<file path="config.mk">
export PLATFORM = sky130hd
export DESIGN_NAME = chunked_adder_seq
export DESIGN_NICKNAME = d
export VERILOG_FILES = /design/src/rtl/chunked_adder_seq.sv
export SDC_FILE = /design/constraint.sdc
export NUM_CORES = 1
export LEC_CHECK = 0
export CAP_MARGIN = 20
export CORE_MARGIN = 2
export CORE_UTILIZATION = 47
export DETAILED_ROUTE_END_ITERATION = 10
export PLACE_DENSITY = 0.69
export SLEW_MARGIN = 20
export SYNTH_ARGS = -nofsm -noshare
export SYNTH_HDL_FRONTEND = slang
export SYNTH_SLANG_ARGS = --single-unit
</file>
<file path="constraint.sdc">
create_clock -name clk -period 7.5 [get_ports clk]
set_input_delay 1.875 -clock clk [delete_from_list [all_inputs] [get_ports clk]]
set_output_delay 1.875 -clock clk [all_outputs]
set_load 0.01 [all_outputs]
</file>
<file path="src/rtl/chunked_adder_seq.sv">
// chunked_adder_seq: multi-cycle add/sub, CHUNK bits per cycle with a registered carry, ovf and self-check
module chunked_adder_seq #(
    parameter int WIDTH = 32,
    parameter int CHUNK = 8
) (
    input  logic             clk,
    input  logic             rst,
    input  logic             start,
    input  logic [WIDTH-1:0] a,
    input  logic [WIDTH-1:0] b,
    input  logic             cin,
    input  logic             sub,
    output logic             busy,
    output logic             done,
    output logic [WIDTH-1:0] s,
    output logic             cout,
    output logic             ovf,
    output logic             match
);
    localparam int N  = WIDTH / CHUNK;
    localparam int KW = N > 1 ? $clog2(N) : 1;
    typedef enum logic [1:0] {IDLE, RUN, DONE} state_t;
    state_t           r_state;
    logic [KW-1:0]    r_k;
    logic [WIDTH-1:0] r_a, r_b, r_p;
    logic             r_c, r_c0;
    logic [CHUNK-1:0] w_ac, w_bc;
    logic [CHUNK:0]   w_sum;
    logic [WIDTH-1:0] w_p, w_ref;
    logic             w_cm, w_last;
    always_comb begin
        w_ac   = r_a[r_k*CHUNK +: CHUNK];
        w_bc   = r_b[r_k*CHUNK +: CHUNK];
        w_sum  = {1'b0, w_ac} + {1'b0, w_bc} + {{CHUNK{1'b0}}, r_c};
        // carry into the top bit of the chunk, recovered from its sum bit
        w_cm   = w_ac[CHUNK-1] ^ w_bc[CHUNK-1] ^ w_sum[CHUNK-1];
        w_p    = r_p;
        w_p[r_k*CHUNK +: CHUNK] = w_sum[CHUNK-1:0];
        w_ref  = r_a + r_b + WIDTH'(r_c0);
        w_last = r_k == KW'(N - 1);
    end
    assign busy = r_state != IDLE;
    always_ff @(posedge clk) begin
        if (rst) begin
            r_state <= IDLE;
            r_k     <= '0;
            r_a     <= '0;
            r_b     <= '0;
            r_p     <= '0;
            r_c     <= 1'b0;
            r_c0    <= 1'b0;
            done    <= 1'b0;
            s       <= '0;
            cout    <= 1'b0;
            ovf     <= 1'b0;
            match   <= 1'b0;
        end else begin
            case (r_state)
                IDLE: if (start) begin
                    r_a     <= a;
                    r_b     <= sub ? ~b : b;
                    r_c     <= sub | cin;
                    r_c0    <= sub | cin;
                    r_k     <= '0;
                    r_p     <= '0;
                    r_state <= RUN;
                end
                RUN: begin
                    r_c <= w_sum[CHUNK];
                    r_k <= r_k + KW'(1);
                    r_p <= w_p;
                    if (w_last) begin
                        r_state <= DONE;
                        done    <= 1'b1;
                        s       <= w_p;
                        cout    <= w_sum[CHUNK];
                        ovf     <= w_cm ^ w_sum[CHUNK];
                        match   <= w_p == w_ref;
                    end
                end
                DONE: begin
                    done    <= 1'b0;
                    r_state <= IDLE;
                end
                default: r_state <= IDLE;
            endcase
        end
    end
endmodule

</file>
-- After elaboration in Yosys (flattened, before gate mapping)
Cells that the tools add are included.
- add/sub/neg operators: 6
- eq/ne operators: 6
- shifts and indexed selects: 4
- multiplexer cells: 13
- bitwise operators: 5
- reduce and logical (&&, ||, !) cells: 9
- operator list (cell ; count):
    $mux 32 ; 2
    $pmux 32 s2 ; 1
    $shiftx 32x6->8 ; 2
    $neg 5->34 ; 1
    $shift 8x34->32 const A ; 1
    $shiftx 8x34->32 ; 1
    $add 32x1->32 ; 1
    $add 32x32->32 ; 1
    $bwmux 32 ; 1
    $eq 32x32->1 ; 1
    $not 32->32 ; 1
    $reduce_and 2->1 ; 5
    $add 8x8->9 ; 1
    $add 9x1->9 ; 1
    $pmux 2 s2 ; 2
    $mux 2 ; 3
    $reduce_bool 2->1 ; 3
    $eq 2x2->1 const B ; 2
    $ne 2x2->1 const B ; 2
    $pmux 1 s2 ; 2
    $xor 1x1->1 ; 3
    $add 2x1->2 const B ; 1
    $eq 2x1->1 const B ; 1
    $logic_not 2->1 ; 1
    2 further kinds ; 3
- register bits: 138
- bits of input ports: 69
- output and inout port bits: 37
- word-level logic and storage cells: 55

-- Depth between registers and ports, before layout
Gate-level depths: netlist of run 1.
- word-level depth: 6
- mapped depth: 15
- depth with buffers taken out: 13

-- Worst setup path before layout of run 1
OpenSTA, ideal clock, no wires.
- path type: reg-to-reg
- from: reg r_k[0]
- to: reg match
- library setup time: 0.059 ns
- arrival time: 4.389 ns
- data required time: 7.441 ns
- slack: 3.052 ns
- cell stages (with the launch flop): 16
- buffers on the path: 2
- clock period less this slack: 4.448 ns
- cell sequence: dfxtp_1 -> buf_6 -> buf_1 -> mux4_2 -> fa_1 -> fa_1 -> a211oi_2 -> nor4b_1 -> or3_4 -> a22oi_4 -> xnor2_1 -> or3_1 -> mux2i_1 -> o22ai_1 -> or4_1 -> nand2_1
- longest elaborated chain between the ends: 6
- elaborated cells on any way between the ends: 11
- classes of those cells: 3 x add/sub; 2 x eq/ne; 4 x shift; 1 x mux; 1 x reduce/logical
- ends and longest elaborated chain (item ; RTL line ; RTL):
    from (decl) ; 24 ; logic [KW-1:0] r_k;
    from (signal assigned) ; 70 ; r_k <= r_k + KW'(1);
    $shiftx 32x6->8 (on tied branches) ; 32, 33 ;
    $add 8x8->9 ; 34 ; w_sum = {1'b0, w_ac} + {1'b0, w_bc} + {{CHUNK{1'b0}}, r_c};
    $add 9x1->9 ; 34 ;
    $shiftx 8x34->32 ; 38 ; w_p[r_k*CHUNK +: CHUNK] = w_sum[CHUNK-1:0];
    $bwmux 32 ; 38 ;
    $eq 32x32->1 ; 78 ; match <= w_p == w_ref;
    to (signal assigned) ; 78 ;
    to (decl) ; 18 ; output logic match
Several ways; a longest one is shown, not always the timed one.
A chain may end at the register's enable or synchronous reset.

-- Worst setup path in the final report of run 1
- from: reg r_k[1]
- to: reg match
Same word-level chain as after synthesis.

==> impl_metrics.json, run 1 <==
{
  "wirelength_mm": 29.4,
  "slew_headroom": 0.256,
  "dieHeight_um": 139,
  "place_ws_ns": 2.48,
  "p_switching_w": 0.000709,
  "vias": 8088,
  "dpl.hpwl_mm": 22.6,
  "cts_hold_buffers": 0,
  "layout.cells.most_common_list": "148 x nor2_1, 138 x dfxtp_1, 107 x nand2_1, 103 x clkdlybuf4s50_1, 74 x a21oi_1",
  "synthToLayoutAreaGrowth_pct": 20.3,
  "synth_top_family_by_area": "compound AO/OA/AOI/OAI gates",
  "status": "completed",
  "cts_made_buffers": 17,
  "post-route-util": 0.575,
  "synth_fp_nets": 1140,
  "final_layout_size_suffix_gt1_frac": 0.0820,
  "clkTransAtPathRegs_ns": 0.06,
  "crit_required_ns": 7.88,
  "synth_top_area_frac": 0.323,
  "ir_worst_vdd_uv": 162,
  "comb_power_share": 0.227,
  "cpMaxStageDelayCell": "dfxtp_1",
  "start_kind": "flop",
  "clk-insertion-delay-late_ns": 0.44,
  "cts_tree": "yes",
  "place_area_um2": 9680,
  "clock-sinks": 138,
  "grt_usage": 0.303,
  "grt_overflow": 0,
  "synth_edf_count": 0,
  "power_w": 0.00222,
  "drt-wirelength-per-cell_um": 22.1,
  "gp_congestion": 0.981,
  "grt_pass1_wl_mm": 45.1,
  "num-nets-final": 1201,
  "antenna_found_initial": 0,
  "synth_area_um2": 8560,
  "critical-path-max-stage-delay_ns": 0.94,
  "fin_area_um2": 10300,
  "fillers": 1656,
  "critPathArrivalTime_ns": 5.50,
  "drc": 0,
  "max_freq_ghz": 0.195,
  "postCtsSetupBuffers": 0,
  "path_max_fanout": 21,
  "synth-seq-area-share": 0.323,
  "synthTopCellsByArea": "dfxtp_1 32%, xnor2_1 7.1%, nor2_1 6.5%",
  "intPower_w": 0.00151,
  "hp-class": "flop to flop",
  "initial_utilization": 0.478,
  "pin_count": 106,
  "drv_slew": 0,
  "ys_warn_count": 0,
  "hold_violations": 0,
  "cts_resized": 0,
  "worstMarginPinSlew_ns": 1.11,
  "path_buf_inv": 0,
  "tns_ns": 0,
  "final_common_cell": "nor2_1",
  "cts_max_level": 4,
  "synthFlopType": "dfxtp_1",
  "path_class": "flop to flop",
  "grt_pass1_vias": 7530,
  "die-area_um2": 19300,
  "fin_skew_ns": 0.00820,
  "viasPerCell": 6.09,
  "p_sw_frac": 0.320,
  "clockBufferDepth": 2,
  "p_clk_frac": 0.409,
  "synth_simple_gate_area_frac": 0.177,
  "synth-compound-area-share": 0.252,
  "coreArea_um2": 17900,
  "drt-initial-drc-count": 809,
  "synth-seq-cells": 138,
  "ys_types": 80,
  "cap_violations": 0,
  "crit_path_cell_trace": "mux4_2, fa_1, fa_1, a211oi_2, o21bai_1, a32oi_1, xnor2_1, xnor2_1, nand3_1, nor4_1, nand4b_1, or4_1, nand2_1",
  "p_seq_frac": 0.364,
  "drt-pass1-iter-count": 7,
  "io_buffers": 105,
  "critPathTopFamily": "compound AO/OA/AOI/OAI gates",
  "async_flop_share": 0,
  "syn_inst": 1024,
  "critPathCaptureType": "flop",
  "avgSynthCellArea_um2": 8.36,
  "leakagePower_nw": 3.90,
  "timing.final.crit_period_ns": 5.12,
  "root_buffer": "clkbuf_16",
  "synthMuxAreaShare": 0.0456,
  "ant_nets": 0,
  "yosys.area.top_type": "dfxtp_1",
  "period_share": 0.682,
  "rows": 49,
  "synthXorXnorAreaFrac": 0.0887,
  "grt_max_degree": 81,
  "synthAdderAreaFrac": 0.0722,
  "powerDensity_nw_per_um2": 215,
  "die_w_um": 139,
  "setup_viol": 0,
  "worst_slack_ns": 2.38,
  "rsz0062_at_grt": "false",
  "insertedDiodeCount": 0
}
-- worst reg2reg max path: stages, from the launching register on --
cell      delay, ns
dfxtp_1        0.94
mux4_2         0.62
fa_1           0.52
fa_1           0.46
a211oi_2       0.31
o21bai_1       0.20
a32oi_1        0.64
xnor2_1        0.17
xnor2_1        0.22
nand3_1        0.12
nor4_1         0.21
nand4b_1       0.13
or4_1          0.43
nand2_1        0.09
-- cell usage after synthesis, drive strengths merged (11+ instances only) --
cell / count
nor2: 148
clkbuf: 55
a21oi: 75
buf: 16
o21ai: 22
dfxtp: 138
a21o: 15
ha: 43
mux4: 16
nand3: 14
nor3: 11
xnor2: 70
a211oi: 69
nand2: 108
a22oi: 21
a31oi: 37
inv: 19
xor2: 15
-- layer usage --
layer	vias up	wire length, um	track usage	share of wire
met5	-	0	0	0
met4	0	1670	0.158	0.057
met3	92	1950	0.0449	0.066
met2	399	12900	0.466	0.44
met1	3745	12900	0.414	0.44
li1	3852	-	-	-
-- kinds of logic (layout without fill, tap and decap cells) --
group,Yosys count,in the layout
AO/OA/AOI/OAI,306,306
buffers and inverters,90,164
adder cells (fa/ha/maj),47,47
multiplexers,19,19
flip-flops,138,138
XOR/XNOR,85,85
AND/OR/NAND/NOR,339,339
-- through the flow --
step | hold slack, ns | instances
floorplan | 0.448 | 1024
global placement | 0.454 | 1295
detailed placement | 0.451 | 1295
CTS | 0.463 | 1327
global route | 0.478 | 1327
finish | 0.463 | 1327
-- flip-flops by register name (all words and copies together), names as in the netlist, 2 cells and up --
register	count
s	32
r_state	2
r_a	32
r_p	32
r_k	2
r_b	32
-- power by group through the flow --
| stage | Sequential (W) | Clock (W) | Combinational [W] |
|---|---|---|---|
| 2_1_floorplan | 0.000799 | 0 | 0.000344 |
| 3_3_place_gp | 0.000822 | 0 | 0.000494 |
| 6_report | 0.000808 | 0.000907 | 0.000504 |
| 4_1_cts | 0.000806 | 0.000909 | 0.000497 |
| 3_5_place_dp | 0.000822 | 0 | 0.000494 |
| 5_1_grt | 0.000809 | 0.000943 | 0.000545 |
-- cell type report --
cell class              instances  area (um^2)  area share
clock buffers                  18          439      0.0426
clock inverters                14          185      0.0180
inverters                      19         71.3     0.00692
multi-input cells             796         5450       0.529
flip-flops and latches        138         2760       0.268
well taps                     229          287      0.0278
repair buffers                113         1100       0.107
-- worst paths after layout --
check / startpoint / endpoint / slack (ns) / cells past startpoint
max: r_k[1] / match / 2.38 / 13
min: s[27] / s[27] / 0.46 / 2
max reg2reg: r_k[1] / match / 2.38 / 13
min reg2reg: s[27] / s[27] / 0.46 / 2
Power figures use the tool's default switching activity.
==> run 2, diff against run 1 <==
==> constraint.sdc (replaced) <==
create_clock -name clk -period 5.01 [get_ports clk]
set_input_delay 1.2525 -clock clk [delete_from_list [all_inputs] [get_ports clk]]
set_output_delay 1.2525 -clock clk [all_outputs]
set_load 0.01 [all_outputs]
==> impl_metrics.json, run 2 (synthesis results as in run 1) <==
{
  "grt_pass1_wl_mm": 45.1,
  "met3WireLength_mm": 1.92,
  "cts_made_buffers": 17,
  "layout.cells.most_common_list": "148 x nor2_1, 138 x dfxtp_1, 107 x nand2_1, 103 x clkdlybuf4s50_1, 74 x a21oi_1",
  "dieHeight_um": 139,
  "viasPerCell": 6.03,
  "worstMarginPinSlew_ns": 0.927,
  "io_buffers": 105,
  "slew_headroom": 0.381,
  "p_seq_frac": 0.377,
  "dpl.hpwl_mm": 23.0,
  "postCtsSetupBuffers": 0,
  "vias": 8038,
  "drv_slew": 0,
  "antenna_found_initial": 0,
  "powerDensity_nw_per_um2": 310,
  "max_freq_ghz": 0.217,
  "crit_path_cell_trace": "buf_4, mux4_2, fa_1, fa_1, xor2_1, a22oi_1, xnor2_1, and4_1, nand4_1, or4_1, nor4_2, nand4b_1, or4_1, nand2_1",
  "topRoutingLayerUsed": "met4",
  "cpMaxStageDelayCell": "xor2_1",
  "coreArea_um2": 17900,
  "root_buffer": "clkbuf_16",
  "holdWs_ns": 0.474,
  "die-area_um2": 19300,
  "grt_pass1_vias": 7450,
  "setup_viol": 0,
  "period_share": 0.919,
  "timing.final.crit_period_ns": 4.61,
  "critical-path-max-stage-delay_ns": 0.59,
  "path_buf_inv": 1,
  "cap_violations": 0,
  "grt_max_degree": 101,
  "grt_usage": 0.305,
  "cts_hold_buffers": 0,
  "intPower_w": 0.00215,
  "clk-insertion-delay-late_ns": 0.43,
  "ant_nets": 0,
  "die_w_um": 139,
  "cts_tree": "yes",
  "cts_max_level": 4,
  "p_clk_frac": 0.380,
  "drt-initial-drc-count": 605,
  "hold_violations": 0,
  "rows": 49,
  "critPathTopFamily": "simple AND/OR/NAND/NOR gates",
  "hp-class": "flop to flop",
  "clkTransAtPathRegs_ns": 0.06,
  "rsz0062_at_grt": "false",
  "wirelength_mm": 29.5,
  "drt-wirelength-per-cell_um": 22.1,
  "tns_ns": 0,
  "leakagePower_nw": 3.91,
  "insertedDiodeCount": 0,
  "clockBufferDepth": 2,
  "final_common_cell": "nor2_1",
  "drt-pass1-iter-count": 6,
  "comb_power_share": 0.243,
  "num-nets-final": 1209,
  "fin_skew_ns": 0.00765,
  "met1_length_mm": 12.8,
  "cts_resized": 0,
  "ir_worst_vdd_uv": 245,
  "critPathArrivalTime_ns": 4.97,
  "path_class": "flop to flop",
  "p_sw_frac": 0.327,
  "p_switching_w": 0.00105,
  "gp_congestion": 0.961,
  "status": "completed",
  "initial_utilization": 0.478,
  "final_layout_size_suffix_gt1_frac": 0.0869,
  "critPathCaptureType": "flop",
  "grt_overflow": 0,
  "path_max_fanout": 20,
  "crit_required_ns": 5.38,
  "drc": 0,
  "clock-sinks": 138,
  "synthToLayoutAreaGrowth_pct": 20.3,
  "pin_count": 106,
  "post-route-util": 0.576,
  "wl_met2_mm": 13.5,
  "start_kind": "flop"
}
==> run 2: changes by cell type in the layout (fill, tap and decap cells not counted) <==
cell and change:
buf_12 +1, buf_4 +7, bufinv_16 -2, clkbuf_8 -1
clkinv_2 +1, clkinv_4 -1, clkinvlp_4 +1, inv_6 +1
nor4bb_1 +1, nor4bb_2 -1
==> run 2: power by group through the flow <==
stage	Combinational, W	Sequential (W)	Clock [W]
global placement	0.000765	0.00122	0
global route	0.000838	0.00121	0.00128
CTS	0.000767	0.00120	0.00123
finish	0.000779	0.00120	0.00122
detailed placement	0.000763	0.00123	0
floorplan	0.000514	0.00120	0
==> run 2: area by class of cell <==
type | count | area, um^2
well taps | 229 | 287
inverters | 19 | 71.3
repair buffers | 121 | 1180
multi-input cells | 796 | 5450
fillers | 1727 | 7600
clock buffers | 17 | 425
clock inverters | 14 | 138
flip-flops and latches | 138 | 2760
==> run 2: worst paths after layout <==
| check | startpoint | to | slack, ns | depth (start not counted) |
|---|---|---|---|---|
| setup reg to reg | r_k[1] | match | 0.40 | 14 |
| hold / removal | r_p[19] | r_p[19] | 0.47 | 2 |
| hold reg to reg | r_p[19] | r_p[19] | 0.47 | 2 |
| setup / recovery | r_k[1] | match | 0.40 | 14 |
==> run 2: worst min-delay path, delay by kind of cell, from the launching register on <==
kind	cells	cell delay [ns]
flip-flops	1	0.31
AND/OR/NAND/NOR	1	0.06
AO/OA/AOI/OAI	1	0.06
==> run 2: per-stage QoR <==
step | setup slack, ns | instances | cell area (um^2) | power [W]
finish | 0.404 | 1334 | 10300 | 0.00320
global route | 0.154 | 1334 | 10300 | 0.00333
CTS | 0.442 | 1334 | 10300 | 0.00320
detailed placement | 0.449 | 1303 | 9740 | 0.00199
global placement | 0.517 | 1303 | 9740 | 0.00199
floorplan | 0.562 | 1024 | 8560 | 0.00171
==> run 2: layer usage <==
metal	up-vias	track usage
li1	3872	-
met1	3737	0.401
met2	364	0.493
met3	65	0.0480
met4	0	0.139
met5	-	0
